--- src/rtl/regfile_mp.sv ---
// Multi-port register file with post-reset clear sequence, optional write-to-read
// bypass, a hardwired-zero register 0, a trigger-driven system register and a pending-write scoreboard.
module regfile_mp #(
    parameter int ADDR_W  = 5,
    parameter int DATA_W  = 32,
    parameter int NUM_RD  = 2,
    parameter int FWD     = 1,
    parameter int SYS_REG = 17,
    parameter int A0_REG  = 10
) (
    input  logic                       clk,
    input  logic                       rst_n,
    input  logic [NUM_RD*ADDR_W-1:0]   rd_addr,
    output logic [NUM_RD*DATA_W-1:0]   rd_data,
    input  logic                       we,
    input  logic [ADDR_W-1:0]          wr_addr,
    input  logic [DATA_W-1:0]          wr_data,
    input  logic                       trigger,
    input  logic                       iss_valid,
    input  logic [ADDR_W-1:0]          iss_rd,
    output logic [(2**ADDR_W)-1:0]     pend,
    output logic                       ready,
    output logic [DATA_W-1:0]          a0
);

    localparam int NREG = 2**ADDR_W;
    localparam logic [ADDR_W-1:0] SYS_A  = ADDR_W'(SYS_REG);
    localparam logic [ADDR_W-1:0] A0_A   = ADDR_W'(A0_REG);
    localparam logic [ADDR_W-1:0] LAST_A = ADDR_W'(NREG - 1);
    localparam logic [ADDR_W-1:0] ZERO_A = {ADDR_W{1'b0}};

    typedef enum logic {CLEAR = 1'b0, RUN = 1'b1} state_t;

    state_t                state_r, state_s;
    logic [ADDR_W-1:0]     idx_r, idx_s;
    logic                  ready_r;
    logic [NREG-1:0]       pend_r, pend_s;
    logic [DATA_W-1:0]     mem_r [NREG];
    logic                  run_s, we_eff_s, trig_eff_s, iss_eff_s;
    logic [NUM_RD*DATA_W-1:0] rd_data_s;

    // Writes only commit in RUN with reset released; trigger outranks a we write to SYS_REG.
    assign run_s      = rst_n && (state_r == RUN);
    assign trig_eff_s = run_s && trigger;
    assign we_eff_s   = run_s && we && (wr_addr != ZERO_A) && !(trigger && (wr_addr == SYS_A));
    assign iss_eff_s  = run_s && iss_valid && (iss_rd != ZERO_A);

    // Next-state logic: walk idx across every register, then settle in RUN.
    always_comb begin
        state_s = state_r;
        idx_s   = idx_r;
        case (state_r)
            CLEAR: begin
                idx_s = idx_r + {{(ADDR_W-1){1'b0}}, 1'b1};
                if (idx_r == LAST_A) state_s = RUN;
                else                 state_s = CLEAR;
            end
            RUN: begin
                state_s = RUN;
                idx_s   = idx_r;
            end
            default: begin
                state_s = CLEAR;
                idx_s   = ZERO_A;
            end
        endcase
    end

    // Scoreboard update: a committed write clears its bit, an issue sets it and wins on a tie.
    always_comb begin
        pend_s = {NREG{1'b0}};
        for (int i = 1; i < NREG; i++) begin
            pend_s[i] = (iss_eff_s && (iss_rd == ADDR_W'(i))) ||
                        (pend_r[i] && !((we_eff_s && (wr_addr == ADDR_W'(i))) ||
                                        (trig_eff_s && (SYS_A == ADDR_W'(i)))));
        end
    end

    // Control state register with synchronous active-low reset.
    always_ff @(posedge clk) begin
        if (!rst_n) begin
            state_r <= CLEAR;
            idx_r   <= ZERO_A;
            ready_r <= 1'b0;
            pend_r  <= {NREG{1'b0}};
        end else begin
            state_r <= state_s;
            idx_r   <= idx_s;
            ready_r <= (state_s == RUN);
            pend_r  <= pend_s;
        end
    end

    // Register storage: untouched by reset, zeroed one entry per cycle during CLEAR.
    always_ff @(posedge clk) begin
        if (rst_n && (state_r == CLEAR)) begin
            mem_r[idx_r] <= {DATA_W{1'b0}};
        end else begin
            if (we_eff_s)   mem_r[wr_addr] <= wr_data;
            if (trig_eff_s) mem_r[SYS_A]   <= {{(DATA_W-1){1'b0}}, 1'b1};
        end
    end

    // Asynchronous read ports with optional bypass of this cycle's write.
    always_comb begin
        rd_data_s = {(NUM_RD*DATA_W){1'b0}};
        for (int k = 0; k < NUM_RD; k++) begin
            if (state_r == CLEAR || rd_addr[k*ADDR_W +: ADDR_W] == ZERO_A) begin
                rd_data_s[k*DATA_W +: DATA_W] = {DATA_W{1'b0}};
            end else if ((FWD != 0) && trig_eff_s && (rd_addr[k*ADDR_W +: ADDR_W] == SYS_A)) begin
                rd_data_s[k*DATA_W +: DATA_W] = {{(DATA_W-1){1'b0}}, 1'b1};
            end else if ((FWD != 0) && we_eff_s && (rd_addr[k*ADDR_W +: ADDR_W] == wr_addr)) begin
                rd_data_s[k*DATA_W +: DATA_W] = wr_data;
            end else begin
                rd_data_s[k*DATA_W +: DATA_W] = mem_r[rd_addr[k*ADDR_W +: ADDR_W]];
            end
        end
    end

    assign rd_data = rd_data_s;
    assign pend    = pend_r;
    assign ready   = ready_r;
    assign a0      = mem_r[A0_A];

endmodule

--- config.mk ---
export PLATFORM = sky130hd
export DESIGN_NAME = regfile_mp
export DESIGN_NICKNAME = d
export VERILOG_FILES = /design/src/rtl/regfile_mp.sv
export SDC_FILE = /design/constraint.sdc
export NUM_CORES = 2
export LEC_CHECK = 0
export ABC_AREA = 1
export CORE_MARGIN = 2
export CORE_UTILIZATION = 49
export CTS_CLUSTER_SIZE = 8
export DETAILED_ROUTE_END_ITERATION = 8
export GPL_ROUTABILITY_DRIVEN = 0
export PLACE_DENSITY = 0.67
export SLEW_MARGIN = 20
export SYNTH_ARGS = -nofsm -noshare
export SYNTH_HDL_FRONTEND = slang
export SYNTH_SLANG_ARGS = --single-unit
--- constraint.sdc ---
create_clock -name clk -period 6.7 [get_ports clk]
set_input_delay 0.67 -clock clk [delete_from_list [all_inputs] [get_ports clk]]
set_output_delay 0.67 -clock clk [all_outputs]
set_load 0.01 [all_outputs]
==> metrics <==
share of layout cells above drive strength 1=0.0685; Worst setup EP type=output pin; gate count after technology mapping=between 5k and 6k; global-route wire length before repair=294000 um; Synth Cell Area=52400 um^2; Final Skew=0.0228 ns; WP data arrival=4.92 ns; number of I/O port buffers=184; max cap viols=0; H-Tree Level Count=4; RSZ-0062 raised after global routing=false; CTS tree=done; Worst VDD drop=between 0.2 and 0.25 mV; Total Wirelength=a little over 200000 um; drt pass-1 iters=9; Worst Tran Pin Value=1.28 ns; top cells by area, synth=edfxtp_1 57%, nand2_1 7.9%, a21oi_1 5.3%; FMAX=179 MHz; DP Cell Count=6850; post-CTS sizing=0; synthesized net count=5631; post-synth top area cell=edfxtp_1; Synth top area share=0.568; drt drc=5; Final nets=5672; final cell count without fillers=7075; Min-Delay Endpoint=pend[28]$_SDFF_PN0_; hold path startpoint=pend[28]$_SDFF_PN0_; ys async rst share=0; maximum clock path buffer count=3; die area=110000 um^2; status=finished, violations left; crit path time final=5.59 ns; commonest cells in the netlist=1098 x nand2_1, 992 x edfxtp_1, 557 x a21oi_1; hold depth=2; startpoint types=primary input; RR Startpoint=ready$_SDFF_PN0_; Max-slew headroom=0.146; Crit Path Class=primary input to output pin; Yosys warnings=0; WL/cell=29.3 um; Sum Neg Setup Slack=0 ns; CTS sink cnt=1061; EDFF count, synth=992; register bit total from synthesis=1061; clk slew on worst S/H paths=around 0.050 ns; R2R cell count=9; Placed Area=around 56000 um^2; CP required=6.03 ns; Synth-to-Final Area Change=14.1%; DR vias/cell=roughly 6.5; DP Wirelength=118000 um; vias in the first global route=43.8k; hold_buf cts=0; initial detailed-routing violation count=around 6.5k; r2r endpoint=mem_r[19][8]$_DFFE_PP_; largest net degree at the start of global routing=128; cell with the most instances after synthesis=nand2_1; fin area=about 60000 um^2; clk_lat worst skew=0.77 ns; Hold Violations, Final=0; Post-CTS Setup Repair Bufs=0; initial core utilization=0.496; Mapped Avg Cell Area=9.41 um^2; Die H=331 um; final setup vio count=0; sequential share of the synthesized area=0.595; Worst Hold Class=register to register; failing checks=DRC; CTS root buffer=clkbuf_16; ys flop type=edfxtp_1; Leakage=0.0223 uW; Routed Antenna Nets=0; antenna violations before repair=2; PD cells=261 nW/um^2; TritonCTS Buffers=151; Core ar.=106000 um^2; flop-to-flop setup slack=roughly 2.6 ns; Yosys cell types=40; top-level port count=around 190; grt ovf=0; Vias=46.3k; Core Rows=119; fin crit share=0.834; Die Wd=between 300 and 400 um; Slew Limit Fails=0; crit-path max FO=21; GRT Total Usage=0.372
metrics by stage:
| step | utilization | total power (uW) | setup slack, ns | hold WS (ns) |
|---|---|---|---|---|
| floorplan | - | 8100 | 3.08 | 0.454 |
| global placement | 0.525 | 8620 | 1.47 | 0.465 |
| detailed placement | 0.525 | 8630 | 1.37 | 0.462 |
| CTS | 0.565 | 15500 | 1.36 | 0.469 |
| global route | 0.566 | 15900 | 1.10 | 0.497 |
| finish | 0.566 | 15600 | 1.11 | 0.475 |
worst max path at each step:
| stage | end | startpoint |
|---|---|---|
| CTS | rd_data[0] | wr_addr[4] |
| floorplan | mem_r[24][0]$_DFFE_PP_ | wr_addr[2] |
| finish | rd_data[53] | rd_addr[9] |
| detailed placement | rd_data[0] | wr_addr[4] |
| global route | rd_data[0] | wr_addr[4] |
| global placement | rd_data[0] | wr_addr[4] |
placed cells by master (no fill, tap or decap), drive strengths merged:
master,count
or2,19
clkinv,14
a21oi,557
o221ai,13
diode,4
conb,1
o2111ai,147
and2,7
nand4,7
inv,566
o21ai,485
xor2,2
clkdlybuf4s50,175
dfxtp,69
nand2,1107
nor2,412
clkbuf,206
nor4,1
nor3b,1
buf,121
nor3,6
ha,2
o211ai,208
nand3,416
o22ai,120
edfxtp,992
o31ai,16
a31oi,4
xnor2,6
registers in the layout, summed over array words and instances, names as in the netlist:
name	cells
idx_r	5
mem_r	1024
pend	31
ready	1
kinds of logic after synthesis:
family                     share of synthesized area
AOI/OAI and AO/OA                              0.173
xor gates and xnor gates                     0.00134
adders and majority gates                   0.000477
buffers and inverters                         0.0742
DFF                                            0.595
other                                      0.0000715
and+or+nand+nor                                0.156
cell type report:
cell class	instances	area (um^2)
Antenna cell	4	10.0
Clock buffer	206	4010
Clock inverter	14	231
Fill cell	9129	45900
Inverter	566	2160
Multi-Input combinational cell	3537	17700
Sequential cell	1061	31200
Tap cell	1391	1740
Timing Repair Buffer	296	2840
critical path: stages:
cell	delay [ns]
clkdlybuf4s50_1	0.94
inv_2	0.77
nor4_1	0.19
nor2_2	0.99
buf_4	0.44
o21ai_0	0.15
inv_1	0.10
nand2_1	0.05
inv_1	0.05
clkdlybuf4s50_1	0.52
per-layer routing:
| layer | vias up | global-route usage | wire length, um |
|---|---|---|---|
| met5 | - | 0 | 0 |
| met4 | 0 | 0.261 | 16400 |
| met3 | 924 | 0.101 | 29100 |
| met2 | 3908 | 0.551 | 89500 |
| met1 | 21776 | 0.473 | 72400 |
| li1 | 19692 | - | - |
power breakdown:
group          internal (uW)  total (uW)  switching, uW
clock network           4130        7010           2880
logic                    336        1360           1020
registers               7200        7230           22.7
No activity file was read; power rests on OpenSTA's default activity.
